<file path="config.mk">
export PLATFORM = sky130hd
export DESIGN_NAME = line_conv_scheduler
export DESIGN_NICKNAME = d
export VERILOG_FILES = /design/src/rtl/line_sched_pkg.sv /design/src/rtl/sched_beat_counter.sv /design/src/rtl/line_conv_scheduler.sv
export SDC_FILE = /design/constraint.sdc
export NUM_CORES = 1
export LEC_CHECK = 0
export CAP_MARGIN = 20
export CORE_UTILIZATION = 50
export CTS_BUF_LIST = sky130_fd_sc_hd__clkbuf_16
export DETAILED_ROUTE_END_ITERATION = 10
export GPL_ROUTABILITY_DRIVEN = 0
export PLACE_DENSITY_LB_ADDON = 0.15
export SKIP_CTS_REPAIR_TIMING = 1
export SLEW_MARGIN = 25
export SYNTH_ARGS = -nofsm -noshare
export SYNTH_HDL_FRONTEND = slang
export SYNTH_SLANG_ARGS = --single-unit
</file>
<file path="constraint.sdc">
create_clock -name clk -period 3.7 [get_ports clk]
set_clock_uncertainty 0.2 [all_clocks]
set_input_delay 0.555 -clock clk [delete_from_list [all_inputs] [get_ports clk]]
set_output_delay 0.555 -clock clk [all_outputs]
set_load 0.02 [all_outputs]
</file>
<file path="src/rtl/line_sched_pkg.sv">
// Shared constants and FSM state encoding for the line convolution scheduler.
package line_sched_pkg;

  localparam int KSIZE       = 3;
  localparam int NUM_CHANNEL = 3;
  localparam int NUM_KERNEL  = 4;

  typedef enum logic [2:0] {
    S_IDLE   = 3'd0,
    S_LOAD_W = 3'd1,
    S_STREAM = 3'd2,
    S_DRAIN  = 3'd3,
    S_DONE   = 3'd4
  } sched_state_t;

endpackage

</file>
<file path="src/rtl/sched_beat_counter.sv">
// Wrapping beat counter: o_tc flags the accepted beat that completes i_limit beats.
module sched_beat_counter #(
  parameter int W = 16
) (
  input  logic         clk,
  input  logic         rst,
  input  logic         i_load,
  input  logic         i_en,
  input  logic [W-1:0] i_limit,
  output logic         o_tc
);

  logic [W-1:0] r_cnt;

  assign o_tc = i_en && (r_cnt == (i_limit - W'(1)));

  // Self-wraps on terminal count so each pass starts from zero without a reload.
  always_ff @(posedge clk or negedge rst) begin
    if (!rst) begin
      r_cnt <= '0;
    end else if (i_load) begin
      r_cnt <= '0;
    end else if (i_en) begin
      r_cnt <= o_tc ? '0 : (r_cnt + W'(1));
    end
  end

endmodule

</file>
<file path="src/rtl/line_conv_scheduler.sv">
// Sequences weight-load / stream / drain passes over (kngrp, chgrp) for a line conv engine.
// Optional stall counter enabled by defining LINE_SCHED_PERF_CNT_EN.
module line_conv_scheduler #(
  parameter int KSIZE     = line_sched_pkg::KSIZE,
  parameter int CNT_WIDTH = 16,
  parameter int PIPE_LAT  = 2
) (
  input  logic                 clk,
  input  logic                 rst,
  input  logic                 i_start,
  input  logic [CNT_WIDTH-1:0] i_cfg_width,
  input  logic [7:0]           i_cfg_num_chgrp,
  input  logic [7:0]           i_cfg_num_kngrp,
  output logic                 o_weight_req,
  input  logic                 i_weight_val,
  output logic                 o_data_req,
  input  logic                 i_data_val,
  output logic                 o_psum_first,
  output logic                 o_psum_last,
  output logic [7:0]           o_chgrp_idx,
  output logic [7:0]           o_kngrp_idx,
  output logic                 o_busy,
  output logic                 o_done,
  output logic                 o_err,
  output logic [31:0]          o_stall_cnt
);

  import line_sched_pkg::*;

  sched_state_t         r_state, w_state_nxt;
  logic [CNT_WIDTH-1:0] r_width;
  logic [CNT_WIDTH-1:0] r_drain;
  logic [7:0]           r_num_ch, r_num_kn, r_ch, r_kn;
  logic                 r_err;

  logic w_start_ok, w_cfg_bad, w_wbeat, w_dbeat, w_w_tc, w_d_tc;
  logic w_drain_end, w_ch_wrap, w_kn_wrap;

  assign w_start_ok  = (r_state == S_IDLE) && i_start;
  assign w_cfg_bad   = (i_cfg_width < CNT_WIDTH'(KSIZE)) ||
                       (i_cfg_num_chgrp == 8'd0) || (i_cfg_num_kngrp == 8'd0);
  assign w_wbeat     = (r_state == S_LOAD_W) && i_weight_val;
  assign w_dbeat     = (r_state == S_STREAM) && i_data_val;
  assign w_drain_end = (r_state == S_DRAIN) && (r_drain == CNT_WIDTH'(PIPE_LAT - 1));
  assign w_ch_wrap   = (r_ch == (r_num_ch - 8'd1));
  assign w_kn_wrap   = (r_kn == (r_num_kn - 8'd1));

  assign o_weight_req = (r_state == S_LOAD_W);
  assign o_data_req   = (r_state == S_STREAM);
  assign o_chgrp_idx  = r_ch;
  assign o_kngrp_idx  = r_kn;
  assign o_err        = r_err;

  sched_beat_counter #(.W(CNT_WIDTH)) u_weight_cnt (
    .clk     (clk),
    .rst     (rst),
    .i_load  (w_start_ok),
    .i_en    (w_wbeat),
    .i_limit (CNT_WIDTH'(KSIZE)),
    .o_tc    (w_w_tc)
  );

  sched_beat_counter #(.W(CNT_WIDTH)) u_data_cnt (
    .clk     (clk),
    .rst     (rst),
    .i_load  (w_start_ok),
    .i_en    (w_dbeat),
    .i_limit (r_width),
    .o_tc    (w_d_tc)
  );

  always_ff @(posedge clk or negedge rst) begin
    if (!rst) begin
      r_state <= S_IDLE;
    end else begin
      r_state <= w_state_nxt;
    end
  end

  always_comb begin
    w_state_nxt  = r_state;
    o_busy       = (r_state != S_IDLE);
    o_done       = 1'b0;
    o_psum_first = 1'b0;
    o_psum_last  = 1'b0;
    case (r_state)
      S_IDLE:   if (i_start) w_state_nxt = w_cfg_bad ? S_DONE : S_LOAD_W;
      S_LOAD_W: if (w_w_tc) w_state_nxt = S_STREAM;
      S_STREAM: begin
        o_psum_first = (r_ch == 8'd0);
        o_psum_last  = w_ch_wrap;
        if (w_d_tc) w_state_nxt = S_DRAIN;
      end
      S_DRAIN:  if (w_drain_end) w_state_nxt = (w_ch_wrap && w_kn_wrap) ? S_DONE : S_LOAD_W;
      S_DONE: begin
        o_done      = 1'b1;
        w_state_nxt = S_IDLE;
      end
      default:  w_state_nxt = S_IDLE;
    endcase
  end

  // Error pulses for a rejected config or for a start arriving mid-job.
  always_ff @(posedge clk or negedge rst) begin
    if (!rst) begin
      r_err    <= 1'b0;
      r_width  <= '0;
      r_num_ch <= 8'd0;
      r_num_kn <= 8'd0;
      r_ch     <= 8'd0;
      r_kn     <= 8'd0;
      r_drain  <= '0;
    end else begin
      r_err <= i_start && ((r_state != S_IDLE) || w_cfg_bad);
      if (w_start_ok) begin
        r_width  <= i_cfg_width;
        r_num_ch <= i_cfg_num_chgrp;
        r_num_kn <= i_cfg_num_kngrp;
        r_ch     <= 8'd0;
        r_kn     <= 8'd0;
      end
      if (r_state == S_DRAIN) begin
        r_drain <= w_drain_end ? '0 : (r_drain + CNT_WIDTH'(1));
      end
      if (w_drain_end) begin
        if (w_ch_wrap) begin
          r_ch <= 8'd0;
          r_kn <= w_kn_wrap ? 8'd0 : (r_kn + 8'd1);
        end else begin
          r_ch <= r_ch + 8'd1;
        end
      end
    end
  end

`ifdef LINE_SCHED_PERF_CNT_EN
  logic [31:0] r_stall;

  always_ff @(posedge clk or negedge rst) begin
    if (!rst) begin
      r_stall <= 32'd0;
    end else if (w_start_ok) begin
      r_stall <= 32'd0;
    end else if (((o_weight_req && !i_weight_val) || (o_data_req && !i_data_val)) &&
                 (r_stall != 32'hFFFF_FFFF)) begin
      r_stall <= r_stall + 32'd1;
    end
  end

  assign o_stall_cnt = r_stall;
`else
  assign o_stall_cnt = 32'd0;
`endif

endmodule

</file>
==> flow_summary_export.csv <==
group,metric,value,unit
final_layout,nets,780,
synth,synth-simple-area-share,23.2,%
clocking,insertion_delay,0.35,ns
place,post_dp_cell_area,6860,sq um
floorplan,die_w,114,um
drt,num_vias,5086,
drt,final_antenna_net_count,0,
floorplan,die_h,114,um
final_layout,final_cell_area,7190,sq um
clocking,cts_max_path_buffers,2,
floorplan,initial_core_util,51.9,%
synth,synth_edf_count,0,
final_layout,area_growth,14.5,%
setup_path,path_cells,"inv_1 > ha_1 > or3b_1 > nor4_2 > xor2_1 > and3_1 > o311ai_1 > a2111o_1 > nand2_1 > o311ai_1",
synth,ys_seq_area_share,39.8,%
sta,min_period,3.50,ns
place,place_inst,889,
synth,synth_area,6280,sq um
global_route,grt_max_degree,86,
sta,worst_pin_slew,0.765,ns
global_route,antenna_found_initial,0,
place,io_buffers,59,
power,finalPower,2.37,mW
sta,slew_headroom,49.0,%
drt,vias_per_cell,5.62,
drt,post-route-drc-count,0,
clocking,cts_root_buffer,"clkbuf_16",
synth,ys_warn_count,0,
global_route,grt_pass1_vias,4921,
sta,rsz0062_at_grt,"false",
floorplan,core.rowCount,40,
final_layout,final_util,59.4,%
outcome,status,"complete, no violations",
setup_path,max_stage_delay,0.49,ns
sta,maxSlewViolCount,0,
clocking,cts.sinks,100,
setup_path,critical_path_arrival,3.55,ns
synth,synthCells,693,
setup_path,worstPathBufferInverterCount,1,
synth,ys.flop_type,"dfrtp_1",
worst_hold_path,hold_class,"primary input to async pin",
clocking,clkTransAtPathRegs,0.07,ns
final_layout,n_antenna_cell,0,
setup_path,critical_path_class,"flip-flop to flip-flop",
synth,synth_top_family_by_area,"simple AND/OR/NAND/NOR gates",
drt,firstDrtPassIters,5,
power,ir_drop,239,uV
run,max-cap-violations,0,
setup_path,cp_top_family,"simple AND/OR/NAND/NOR gates",
place,dp_hpwl,10200,um
synth,synth_xor_area_share,9.20,%
clocking,cts_tree,"built",
setup_path,crit_fanout,13,
sta,setup_viol_count_final,0,
place,place_ws,0.265,ns
sta,tns,0,ns
sta,max_freq,286,MHz
setup_path,critPathLaunchType,"flip-flop",
final_layout,nFillCells,1072,
drt,drt_iter0_markers,283,
synth,synth_cell_types,63,
final_layout,instances_no_fill,905,
synth,synth.area.mux_share,5.62,%
sta,hold_viol,0,
power,power_leakage,3.11,nW
floorplan,dieArea,13000,sq um
sta,min_period_over_period,94.6,%
sta,post-route-worst-setup-slack,0.200,ns
setup_path,cpMaxStageDelayCell,"or3b_1",
setup_path,endpoint_kind,"flip-flop",
drt,routedWlPerCell,15.5,um
synth,synth_compound_area_share,12.5,%
setup_path,cp_common_cell,"o311ai_1",
synth,ys_ff_latch,100,
synth,ys_async_sr_fraction,100,%
synth,synth_adder_area_share,2.19,%
floorplan,pin_count,92,
power,p_per_area,329,nW/um^2
clocking,htreeDepth,3,
global_route,overflow,0,
synth,syn_area_per_cell,9.07,sq um
global_route,grt_pass1_wl,23800,um
setup_path,required,3.75,ns
drt,wl,14100,um
sta,whs,0.0345,ns
floorplan,coreArea,12100,sq um
final_layout,drive_above_1_share,8.01,%
clocking,cts_inserted_buffers,9,
global_route,grt_usage,23.1,%
worst register-to-register path, stage by stage (launching register included):
cell and delay (ns):
dfrtp_1 0.47, inv_1 0.11, ha_1 0.23, or3b_1 0.49, nor4_2 0.30, xor2_1 0.10, and3_1 0.19, o311ai_1 0.30
a2111o_1 0.42, nand2_1 0.27, o311ai_1 0.32
layout make-up:
| cell class | count | area [sq um] | area share (%) |
|---|---|---|---|
| clock buffer | 9 | 225 | 3.13 |
| inverter | 22 | 82.6 | 1.15 |
| tap | 168 | 210 | 2.92 |
| multi-input combinational | 534 | 3430 | 47.7 |
| sequential | 100 | 2500 | 34.8 |
| timing repair buffer | 65 | 639 | 8.89 |
| clock inverter | 7 | 98.8 | 1.37 |
where the power goes:
group / switching [mW] / internal [mW] / leakage [nW]
combinational: 0.107 / 0.0774 / 1.65
clock: 0.431 / 0.598 / 0.156
sequential: 0.0390 / 1.11 / 1.31
final timing paths:
check,startpoint,endpoint,slack (ns),cells past startpoint
max in group asynchronous,rst,r_num_ch[0],2.56,2
max reg2reg,r_width[0],u_data_cnt.r_cnt[10],0.20,10
max,r_width[0],u_data_cnt.r_cnt[10],0.20,10
min in group clk,r_drain[15],r_drain[15],0.29,1
min,rst,r_width[11],0.03,1
min reg2reg,r_drain[15],r_drain[15],0.29,1
per-layer routing:
layer,up-vias,track usage (%),share of wire [%]
met4,0,5.37,0.71
met2,122,36.9,47
li1,2495,-,-
met1,2462,32.1,48
met3,7,5.13,4.3
met5,-,0,0
cell families (layout without fill, tap and decap cells):
logic type,count (synthesis),after routing
and+or+nand+nor,271,271
AOI/OAI and AO/OA,122,122
DFF,100,100
buffers and inverters,90,103
xor gates and xnor gates,66,66
muxes,32,32
adders and majority gates,11,11
other,1,32
cell usage in the layout (no fill, tap or decap), drive strengths merged, types with 4 or more instances in the layout:
master | netlist | routed
o311ai | 5 | 5
xnor2 | 49 | 49
nand3 | 40 | 40
and4 | 5 | 5
nand3b | 6 | 6
nor4b | 4 | 4
nor2b | 6 | 6
a31oi | 5 | 5
xor2 | 17 | 17
and2 | 10 | 10
nor2 | 37 | 37
a22o | 4 | 4
clkbuf | 28 | 9
nand2b | 6 | 6
nand2 | 59 | 59
nor3 | 18 | 18
conb | 1 | 32
buf | 40 | 7
nor4 | 22 | 22
dfrtp | 100 | 100
clkdlybuf4s50 | 0 | 57
mux2 | 26 | 26
nand4 | 12 | 12
nor3b | 7 | 7
o21ai | 45 | 45
mux2i | 6 | 6
inv | 22 | 24
and3 | 24 | 24
a21oi | 24 | 24
a21o | 8 | 8
ha | 11 | 11
or3 | 9 | 9
Yosys cell counts, types with 6 or more instances:
cell type    n  share of area (%)
a21o_1       8               0.96
o21ai_0     45                3.6
nand2b_1     6               0.60
dfrtp_1    100                 40
nor2_1      37                2.2
nor3_1      18                1.4
a21oi_1     24                1.9
inv_1       22                1.3
ha_1        11                2.2
mux2_2      26                4.7
clkbuf_1    26                1.6
nand3b_1     6               0.72
xnor2_1     49                6.8
nand2_1     59                3.5
nor4_1      20                2.0
xor2_1      17                2.4
mux2i_1      6               0.96
nor2b_1      6               0.60
buf_4       32                3.8
nand4_1     12                1.2
nor3b_1      6               0.72
nand3_1     40                3.2
or3_1        9               0.90
and3_1      24                2.4
and2_1       9               0.90
registers in the layout, summed over array words and instances (netlist names):
name                cells
r_num_kn                8
u_data_cnt.r_cnt       16
u_weight_cnt.r_cnt     16
o_kngrp_idx             8
r_drain                16
r_num_ch                8
r_width                16
r_state                 3
o_chgrp_idx             8
o_err                   1
(Power assumes the default switching activity.)
